`src/rtl/mem_arbiter.sv`:
```
// mem_arbiter: two-client (icache/dcache) line arbiter in front of a single memory port
module mem_arbiter #(
  parameter int DCACHE_PRIORITY = 0
) (
  input  logic         clk,
  input  logic         reset,
  input  logic         in_icache_req,
  input  logic [31:0]  in_icache_addr,
  output logic [127:0] out_icache_data,
  output logic         out_icache_ready,
  input  logic         in_dcache_req,
  input  logic         in_dcache_we,
  input  logic [31:0]  in_dcache_addr,
  input  logic [127:0] in_dcache_write_data,
  output logic [127:0] out_dcache_data,
  output logic         out_dcache_ready,
  output logic         out_mem_read_en,
  output logic         out_mem_write_en,
  output logic [31:0]  out_mem_addr,
  output logic [127:0] out_mem_write_data,
  input  logic [127:0] in_mem_read_data,
  input  logic         in_mem_ready
);
  typedef enum logic [1:0] {IDLE, BUSY, DONE} state_t;
  state_t state, state_nx;
  logic owner_d, op_we, last_d, grant_d, any_req;
  assign any_req = in_icache_req || in_dcache_req;
  // dcache wins when alone, when priority is fixed, or when icache was served last
  assign grant_d = in_dcache_req && (!in_icache_req || DCACHE_PRIORITY != 0 || !last_d);
  // state register
  always_ff @(posedge clk)
    if (reset) state <= IDLE;
    else state <= state_nx;
  // next state and outputs; enables drop in the in_mem_ready cycle so memory does not restart
  always_comb begin
    state_nx = state == IDLE ? (any_req ? BUSY : IDLE) :
               state == BUSY ? (in_mem_ready ? DONE : BUSY) : IDLE;
    out_mem_read_en  = state == BUSY && !op_we && !in_mem_ready;
    out_mem_write_en = state == BUSY && op_we && !in_mem_ready;
    out_icache_ready = state == DONE && !owner_d;
    out_dcache_ready = state == DONE && owner_d;
  end
  // grant latching, returned-line capture and round-robin history
  always_ff @(posedge clk)
    if (reset) begin
      owner_d            <= 1'b0;
      op_we              <= 1'b0;
      last_d             <= 1'b0;
      out_mem_addr       <= '0;
      out_mem_write_data <= '0;
      out_icache_data    <= '0;
      out_dcache_data    <= '0;
    end else if (state == IDLE && any_req) begin
      owner_d            <= grant_d;
      op_we              <= grant_d && in_dcache_we;
      out_mem_addr       <= {grant_d ? in_dcache_addr[31:4] : in_icache_addr[31:4], 4'b0};
      out_mem_write_data <= in_dcache_write_data;
    end else if (state == BUSY && in_mem_ready) begin
      last_d <= owner_d;
      if (!op_we && owner_d) out_dcache_data <= in_mem_read_data;
      if (!op_we && !owner_d) out_icache_data <= in_mem_read_data;
    end
endmodule
```
`config.mk`:
```
export PLATFORM = sky130hd
export DESIGN_NAME = mem_arbiter
export DESIGN_NICKNAME = d
export VERILOG_FILES = /design/src/rtl/mem_arbiter.sv
export SDC_FILE = /design/constraint.sdc
export NUM_CORES = 1
export LEC_CHECK = 0
export CAP_MARGIN = 20
export CORE_AREA = 2 2 289 291
export CTS_BUF_LIST = sky130_fd_sc_hd__clkbuf_8
export CTS_CLUSTER_DIAMETER = 80
export CTS_CLUSTER_SIZE = 10
export DETAILED_ROUTE_END_ITERATION = 8
export DIE_AREA = 0 0 291 293
export PLACE_DENSITY_LB_ADDON = 0.12
export SLEW_MARGIN = 40
export SYNTH_ARGS = -nofsm -noshare
export SYNTH_HDL_FRONTEND = slang
export SYNTH_SLANG_ARGS = --single-unit
```
`constraint.sdc`:
```
create_clock -name clk -period 1.6 [get_ports clk]
set_input_delay 0.4 -clock clk [delete_from_list [all_inputs] [get_ports clk]]
set_output_delay 0.4 -clock clk [all_outputs]
set_load 0.01 [all_outputs]
```
==> flow_summary.ini <==
[final_layout]
final_layout_size_suffix_gt1_frac = 0.369
seq_area_sq_um = 8720
areaGrowthSynthToFinish_pct = 62.1
nNetsFinal = 2839
finalInstanceArea_sq_um = 27100
multiInputGateArea_sq_um = 7800
n_fill_cell = 8542
post-route-util = 0.332

[place]
dp_hpwl_um = 53600
numPortBuffers = 733
gp_congestion = 0.786
placed_area_sq_um = 25900

[sta]
worst_slack_ps = -478
fin_setup_tns_ps = -42470
clock_skew_ps = 23.6
finalCriticalPeriod_ps = 2080
fmax_mhz = 481
final_max_slew_viol_count = 0
hold-worst-slack_ps = 184
hold_violations = 0
setup_violations = 260
min_period_over_period = 1.30
rsz0062_at_grt = true

[grt]
grt_pass1_vias = 15800
grt_pass1_wl_um = 107000
grt_max_degree = 95
antenna_found_initial = 17
grt_overflow = 0
track_usage = 0.163

[die]
initial_core_util = 0.205
die_w_um = 291
pin_count = 746
die_area_sq_um = 85300
dieHeight_um = 293
core_sq_um = 81800
rows = 105

[logic_synthesis]
yosysSeqAreaShare = 0.499
yosysMostFrequentCell = dfxtp_1
synth_flop_cell = dfxtp_1
syn_area_sq_um = 16700
synth_top_area_cell = dfxtp_1
synth.top_cells.by_count = dfxtp_1 (417), nand2b_1 (384), mux2i_1 (257)
synth_top_area_frac = 0.499
syn-mean-instance-area_sq_um = 9.57
synthArstFlopShare = 0
ys_types = 28
yosysWarningCount = 0
synth_edf_count = 0
synth_cells = 1749
ys_seq_elements = 417
synth.top_cells.by_area = dfxtp_1 (50%), mux2i_1 (15%), nand2b_1 (14%), a21oi_1 (4.8%), o21ai_0 (3.9%)

[clock_tree]
clk_path_buf_depth = 3
cts_tree = done
h-tree-depth = 2
clk_latency_ps = 650
cts_sinks = 417
ctsRootBufferMaster = clkbuf_8
cts_buffers = 49
cts_hold_buffers = 0
clk_pin_slew_ps = 80

[route]
wire_per_inst_um = 21.1
dr.pass1.iters = 5
vias = 15500
routed_wl_um = 75800
drt-initial-drc-count = 571
via_per_inst = 4.31
drc_errors = 0
ant_nets = 0

[critical_path]
cp-end-kind = output pin
worstSetupPathType = reg2out
critPathSlowestCell = or3b_4
path_cells = or3b_4 -> nor2_4 -> buf_6
rr_worst_depth = 9
cp.required_ps = 1200
cp_max_fo = 3
critPathLaunchType = register
arrival_ps = 1680
critical_path.max_stage_delay_ps = 410

[worst_hold_path]
holdPathStages = 3
hp-class = in2reg

[pwr]
power_density_nw_per_um2 = 848
p_leak_nw = 11.6
ir_drop_v = 0.000541

[outcome]
violations = setup timing
status = finished, violations left

[run]
drv_cap = 0
cell type report:
class                   instances  share of cell area
well taps                    1070              0.0493
clock inverters                 6             0.00152
multi-input cells            1170               0.287
diodes                          7            0.000645
inverters                       1            0.000138
repair buffers                874               0.314
clock buffers                  51              0.0259
flip-flops and latches        417               0.321
through the flow:
stage                     worst slack (ps)  std cells  total power, mW
after detailed placement             -1110       3479             16.1
after global routing                  -573       3594             24.2
final                                 -478       3596             23.0
after floorplan                       57.3       1752             13.2
after CTS                             -611       3572             23.3
after global placement               -1140       3479             16.1
critical path: cells and delay by family (launching register included):
kind / cells / cell delay (ps)
flip-flops: 1 / 330
buffers and inverters: 1 / 130
AND/OR/NAND/NOR: 2 / 580
cell usage in the layout, fill, tap and decap left out, types with 4 or more instances in the layout:
master | synthesis | routed
nand2b_1 | 384 | 384
clkdlybuf4s50_1 | 0 | 316
dfxtp_2 | 0 | 290
mux2i_1 | 257 | 255
buf_2 | 24 | 189
buf_6 | 7 | 161
a21oi_1 | 159 | 159
buf_4 | 4 | 134
nand3_1 | 129 | 129
dfxtp_1 | 417 | 125
o21ai_0 | 130 | 111
nand2_1 | 58 | 58
clkbuf_8 | 0 | 51
buf_12 | 0 | 46
a311oi_1 | 28 | 28
o21ai_1 | 0 | 16
buf_16 | 0 | 14
clkbuf_16 | 0 | 8
diode_2 | 0 | 7
buf_8 | 0 | 6
nor2_4 | 0 | 5
conb_1 | 1 | 4
path summary, 6_finish.rpt:
path / endpoint / slack, ps / from
setup / recovery: out_mem_read_en / -480 / state[1]
hold / removal: out_dcache_data[42] / 180 / reset
setup reg to reg: out_icache_data[43] / -270 / state[0]
hold reg to reg: out_mem_write_data[62] / 470 / out_mem_write_data[62]
sequential cells by signal (all words and copies together), names as in the netlist:
name and count:
op_we 1, out_mem_addr 28, last_d 1, out_icache_data 128, out_mem_write_data 128, state 2
out_dcache_data 128, owner_d 1
timing repair:
item,4_1_cts,5_1_grt
gates cloned,11,13
gates resized for setup,2269,115
pin swaps,4,9
setup buffers,27,8
endpoints found under the setup margin,670,468
cells by family (layout without fill, tap and decap cells):
group | count (synthesis) | after routing | synth area share
AO/OA/AOI/OAI | 319 | 319 | 0.102
multiplexers | 257 | 257 | 0.154
other | 1 | 11 | 0.000224
AND/OR/NAND/NOR | 588 | 590 | 0.202
buffers and inverters | 167 | 932 | 0.0433
flip-flops | 417 | 417 | 0.499
power breakdown:
part | leakage [nW] | internal [mW] | switching, mW
Sequential | 3.53 | 11.0 | 0.315
Combinational | 7.71 | 2.56 | 2.23
Clock | 0.385 | 2.87 | 4.05
metal layers:
metal	vias to the layer above	share of wire	track usage	wire length (um)
met2	506	0.51	0.292	38400
li1	7451	-	-	-
met3	113	0.083	0.0626	6280
met4	20	0.022	0.0412	1660
met5	-	0.0018	0	136
met1	7419	0.39	0.181	29400
Note: power is estimated with default switching activity, not from simulation.
